<file path="src/rtl/bga_scan_engine.sv">
// bga_scan_engine: walking-zero continuity/short scan for BGA joint test boards.
// Define FAULT_FIFO_EN to build the fault-record FIFO; otherwise its ports are tied off.
module bga_scan_engine #(
   parameter int  N_PAIR      = 86,
   parameter int  DIV_LOG2    = 6,
   parameter int  FAULT_DEPTH = 8,
   localparam int IDX_W       = $clog2(N_PAIR)
) (
   input  logic              clk,
   input  logic              reset_n,
   input  logic              start,
   input  logic              continuous,
   input  logic              abort,
   output logic [N_PAIR-1:0] scan_out,
   input  logic [N_PAIR-1:0] scan_in,
   output logic              busy,
   output logic              done,
   output logic [15:0]       pass_cnt,
   output logic              fault_any,
   output logic [15:0]       fault_cnt,
   output logic [IDX_W-1:0]  first_fault_step,
   output logic [N_PAIR-1:0] first_fault_vec,
   input  logic              fifo_pop,
   output logic              fifo_empty,
   output logic [IDX_W-1:0]  fifo_dout,
   output logic              fifo_overflow
);

   typedef enum logic [1:0] {S_IDLE, S_STEP, S_DONE} state_t;

   state_t              state_q;
   logic [N_PAIR-1:0]   sync1_q, sync2_q, scan_out_q;
   logic [N_PAIR-1:0]   one_lsb, one_hot, exp_vec, mism;
   logic [IDX_W-1:0]    step_q, ff_step_q;
   logic [DIV_LOG2-1:0] div_q;
   logic [N_PAIR-1:0]   ff_vec_q;
   logic [15:0]         pass_cnt_q, fault_cnt_q;
   logic                cont_q, busy_q, done_q, fault_any_q;
   logic                last_step, fault_hit, clear;

   assign one_lsb   = N_PAIR'(1);
   assign one_hot   = one_lsb << step_q;
   assign exp_vec   = ~one_hot;
   assign mism      = sync2_q ^ exp_vec;
   assign last_step = (step_q == IDX_W'(N_PAIR - 1));
   assign fault_hit = (state_q == S_STEP) && (&div_q) && !abort && (|mism);
   assign clear     = (state_q == S_IDLE) && start && !abort;

   always_ff @(posedge clk or negedge reset_n) begin
      if (!reset_n) begin
         sync1_q <= '1;
         sync2_q <= '1;
      end else begin
         sync1_q <= scan_in;
         sync2_q <= sync1_q;
      end
   end

   always_ff @(posedge clk or negedge reset_n) begin
      if (!reset_n) begin
         state_q     <= S_IDLE;
         step_q      <= '0;
         div_q       <= '0;
         cont_q      <= 1'b0;
         scan_out_q  <= '1;
         busy_q      <= 1'b0;
         done_q      <= 1'b0;
         pass_cnt_q  <= '0;
         fault_any_q <= 1'b0;
         fault_cnt_q <= '0;
         ff_step_q   <= '0;
         ff_vec_q    <= '0;
      end else begin
         done_q <= 1'b0;
         if (abort) begin
            state_q    <= S_IDLE;
            scan_out_q <= '1;
            busy_q     <= 1'b0;
         end else begin
            unique case (state_q)
               S_IDLE: begin
                  scan_out_q <= '1;
                  if (start) begin
                     state_q     <= S_STEP;
                     busy_q      <= 1'b1;
                     cont_q      <= continuous;
                     step_q      <= '0;
                     div_q       <= '0;
                     scan_out_q  <= ~one_lsb;
                     pass_cnt_q  <= '0;
                     fault_any_q <= 1'b0;
                     fault_cnt_q <= '0;
                     ff_step_q   <= '0;
                     ff_vec_q    <= '0;
                  end
               end
               S_STEP: begin
                  div_q <= div_q + DIV_LOG2'(1);
                  if (&div_q) begin
                     if (|mism) begin
                        fault_any_q <= 1'b1;
                        if (fault_cnt_q != 16'hFFFF)
                           fault_cnt_q <= fault_cnt_q + 16'd1;
                        if (!fault_any_q) begin
                           ff_step_q <= step_q;
                           ff_vec_q  <= mism;
                        end
                     end
                     if (!last_step) begin
                        step_q     <= step_q + IDX_W'(1);
                        scan_out_q <= ~{one_hot[N_PAIR-2:0], 1'b0};
                     end else begin
                        pass_cnt_q <= pass_cnt_q + 16'd1;
                        step_q     <= '0;
                        if (cont_q) begin
                           scan_out_q <= ~one_lsb;
                        end else begin
                           state_q    <= S_DONE;
                           scan_out_q <= '1;
                           done_q     <= 1'b1;
                        end
                     end
                  end
               end
               S_DONE: begin
                  state_q    <= S_IDLE;
                  busy_q     <= 1'b0;
                  scan_out_q <= '1;
               end
               default: begin
                  state_q    <= S_IDLE;
                  busy_q     <= 1'b0;
                  scan_out_q <= '1;
               end
            endcase
         end
      end
   end

   assign scan_out         = scan_out_q;
   assign busy             = busy_q;
   assign done             = done_q;
   assign pass_cnt         = pass_cnt_q;
   assign fault_any        = fault_any_q;
   assign fault_cnt        = fault_cnt_q;
   assign first_fault_step = ff_step_q;
   assign first_fault_vec  = ff_vec_q;

`ifdef FAULT_FIFO_EN
   localparam int PW = $clog2(FAULT_DEPTH);

   logic [IDX_W-1:0] mem_q [FAULT_DEPTH];
   logic [PW:0]      wr_q, rd_q;
   logic             ovf_q, f_empty, f_full, do_pop, do_push;

   assign f_empty = (wr_q == rd_q);
   assign f_full  = (wr_q[PW] != rd_q[PW]) &&
                    (wr_q[PW-1:0] == rd_q[PW-1:0]);
   assign do_pop  = fifo_pop && !f_empty && !clear;
   // A pop in the same cycle frees the slot, so a full FIFO still accepts.
   assign do_push = fault_hit && (!f_full || do_pop);

   always_ff @(posedge clk) begin
      if (do_push)
         mem_q[wr_q[PW-1:0]] <= step_q;
   end

   always_ff @(posedge clk or negedge reset_n) begin
      if (!reset_n) begin
         wr_q  <= '0;
         rd_q  <= '0;
         ovf_q <= 1'b0;
      end else if (clear) begin
         wr_q  <= '0;
         rd_q  <= '0;
         ovf_q <= 1'b0;
      end else begin
         if (do_push)
            wr_q <= wr_q + (PW+1)'(1);
         if (do_pop)
            rd_q <= rd_q + (PW+1)'(1);
         if (fault_hit && !do_push)
            ovf_q <= 1'b1;
      end
   end

   assign fifo_empty    = f_empty;
   assign fifo_dout     = f_empty ? '0 : mem_q[rd_q[PW-1:0]];
   assign fifo_overflow = ovf_q;
`else
   localparam int UNUSED_DEPTH = FAULT_DEPTH;
   logic unused_fifo;

   assign unused_fifo   = fifo_pop ^ fault_hit ^ clear;
   assign fifo_empty    = 1'b1;
   assign fifo_dout     = '0;
   assign fifo_overflow = 1'b0;
`endif

endmodule
</file>
<file path="config.mk">
export PLATFORM = sky130hd
export DESIGN_NAME = bga_scan_engine
export DESIGN_NICKNAME = d
export VERILOG_FILES = /design/src/rtl/bga_scan_engine.sv
export SDC_FILE = /design/constraint.sdc
export NUM_CORES = 1
export LEC_CHECK = 0
export CAP_MARGIN = 5
export CELL_PAD_IN_SITES_DETAIL_PLACEMENT = 0
export CELL_PAD_IN_SITES_GLOBAL_PLACEMENT = 1
export CORE_ASPECT_RATIO = 1.5
export CORE_MARGIN = 4
export CORE_UTILIZATION = 45
export DETAILED_ROUTE_END_ITERATION = 8
export PLACE_DENSITY_LB_ADDON = 0.1
export SLEW_MARGIN = 20
export SYNTH_ARGS = -nofsm -noshare
export SYNTH_HDL_FRONTEND = slang
export SYNTH_SLANG_ARGS = --single-unit
</file>
<file path="constraint.sdc">
create_clock -name clk -period 7.22 [get_ports clk]
set_input_delay 1.444 -clock clk [delete_from_list [all_inputs] [get_ports clk]]
set_output_delay 1.444 -clock clk [all_outputs]
set_load 0.02 [all_outputs]
</file>
==> results_dict.tcl <==
set metrics [dict create \
    rsz0062_at_grt "false" \
    clock_sinks 402 \
    synth-seq-cells 402 \
    hold_class "flop to flop" \
    endpoint_kind "flop" \
    syn_area_sq_um 17600 \
    post-route-min-period_ns 5.40 \
    postCtsSetupBuffers 0 \
    die_area_sq_um 42400 \
    ys_warn_count 0 \
    clockBufferDepth 3 \
    cts.clk_slew.worst_paths_ns 0.06 \
    ys_top_cells_by_count "dfstp_2 (258), dfrtp_1 (144), nor2_1 (143)" \
    worstPathCellList "buf_4, nand4_2, nor3b_1, o21ai_1, a2111oi_0, nand4_1, nor4_4, buf_4, nor4_2, buf_4, buf_16, a32o_1" \
    slew_headroom 0.176 \
    final.setup.tns_ns 0 \
    finClkSkew_ns 0.0173 \
    ctsHoldBuffers 0 \
    initial_core_util 0.457 \
    crit_top_cell "buf_4" \
    worstSetupPathType "flop to flop" \
    status "finished, final reports clean" \
    hold_viol_final 0 \
    power.leakage_uw 0.00860 \
    grt_usage 0.254 \
    arrival_ns 5.82 \
    fmax_mhz 185 \
    die_h_microns 250 \
    ys_seq_area_frac 0.590 \
    cpPeakStageDelay_ns 1.03 \
    post_drt_wl_per_cell_microns 24.2 \
    root_buffer "clkbuf_16" \
    async_flop_share 1.00 \
    syn_avg_cell_area_sq_um 11.9 \
    num_antenna_cells 0 \
    netlist_top_cells_area "dfstp_2 (39%), dfrtp_1 (20%), a22o_1 (4.6%)" \
    place_hpwl_mm 37.6 \
    synth_edf_count 0 \
    antenna_found_initial 0 \
    std_cell_rows 88 \
    drtPass1Iterations 5 \
    pin_count 315 \
    cts-resized-gates 0 \
    final_util 0.576 \
    numCtsBuffers 40 \
    portBuffers 304 \
    synth.distinct_cells 93 \
    drt_iter0_markers 1153 \
    grt_pass1_wl_mm 82.6 \
    slowest_stage "a2111oi_0" \
    report.final.slew_viol_count 0 \
    nets 1847 \
    period_share 0.748 \
    die_x_microns 169 \
    drtAntennaViolNets 0 \
    critPathRequiredTime_ns 7.64 \
    grt_overflow_total 0 \
    via_per_inst 5.71 \
    syn_inst 1476 \
    vias 12962 \
    yosysTopAreaCell "dfstp_2" \
    cp-start-kind "flop" \
    rrSetupSlack_ns 1.82 \
    drive_above_1_share 0.222 \
    setup_viol 0 \
    tightest_slew_ns 1.20 \
    h-tree-depth 2 \
    core-area_sq_um 38500 \
    vdd_drop_max_uv 221 \
    synth.most_common_cell "dfstp_2" \
    crit_fanout 66 \
    syn2layout_area_growth_pct 26.1 \
    drc 0 \
    grt_pass1_vias 12874 \
    synth_ff_type "dfstp_2" \
    insertion_delay_ns 0.54 \
    maxCapViolations 0 \
    cellPowerDensity_nw_per_um2 231 \
    grt_max_degree 156 \
    tritoncts "done" \
    synth_top_cell_area_share 0.385 \
    drt-total-wl_mm 54.9 \
    gp_congestion 0.851 \
]
==> worst max-delay path: cells and delay by family (launching register included) <==
family,cells,cell delay [ns]
DFF,1,0.94
AOI/OAI and AO/OA,3,1.41
and+or+nand+nor,5,1.60
buffers and inverters,4,1.27
==> cell type report <==
type	instances	area [sq um]
clock buffer	61	1180
clock inverter	11	105
fill	3305	16400
inverter	15	56.3
multi-input combinational	955	6540
sequential	402	10400
tap	495	619
timing repair buffer	332	3300
==> final timing paths <==
check,from,end,cells past startpoint
setup / recovery,step_q[2],first_fault_vec[81],12
hold / removal,sync1_q[24],sync2_q[24],0
setup reg to reg,step_q[2],first_fault_vec[81],12
hold reg to reg,sync1_q[24],sync2_q[24],0
max in group asynchronous,reset_n,first_fault_vec[4],2
min in group asynchronous,reset_n,first_fault_vec[40],1
==> kinds of logic after synthesis <==
kind of cell             after synthesis  synth area share
other                                  2          0.000427
multiplexers                          13           0.00775
AND/OR/NAND/NOR                      480             0.156
buffers and inverters                126            0.0435
adder cells (fa/ha/maj)                9           0.00640
AO/OA/AOI/OAI                        345             0.147
flip-flops                           402             0.590
XOR/XNOR                              99            0.0493
==> sequential cells by signal, summed over array words and instances (netlist names), 2 cells and up <==
name / cells
div_q: 6
fault_cnt: 16
first_fault_step: 7
first_fault_vec: 86
pass_cnt: 16
scan_out: 86
state_q: 2
step_q: 7
sync1_q: 86
sync2_q: 86
==> through the flow <==
stage,setup WS (ns),instance area (sq um),total power (uW),hold slack [ns],std cells
after floorplan,3.48,17600,2800,0.345,1483
after global placement,1.46,20900,3080,0.346,2198
after detailed placement,1.35,20900,3090,0.347,2198
after CTS,1.80,22200,5170,0.353,2270
after global routing,1.65,22200,5310,0.356,2271
final,1.82,22200,5110,0.353,2271
==> layer usage <==
layer  vias to the layer above  wire (microns)  global-route usage
li1                       5851               -                   -
met1                      6592           21800               0.333
met2                       440           28300               0.435
met3                        79            3270              0.0420
met4                         0            1640              0.0746
met5                         -               0                   0
==> cells in the final DEF, fill, tap and decap left out, types with 15 or more instances in the layout <==
| cell type | n |
|---|---|
| buf_4 | 25 |
| dfrtp_1 | 142 |
| nand3b_1 | 18 |
| clkbuf_16 | 42 |
| nand3_1 | 44 |
| o21ai_0 | 23 |
| a21oi_1 | 75 |
| o22a_1 | 37 |
| clkdlybuf4s50_1 | 303 |
| inv_1 | 15 |
| nor2_1 | 143 |
| a22o_1 | 92 |
| xnor2_1 | 56 |
| o31ai_1 | 17 |
| xor2_1 | 43 |
| nor3_1 | 15 |
| nand2_1 | 95 |
| dfstp_2 | 258 |
==> power by group <==
part	switching, uW	internal (uW)
Sequential	93.1	2410
Clock	860	1200
Combinational	311	241
Note: power is estimated with default switching activity, not from simulation.
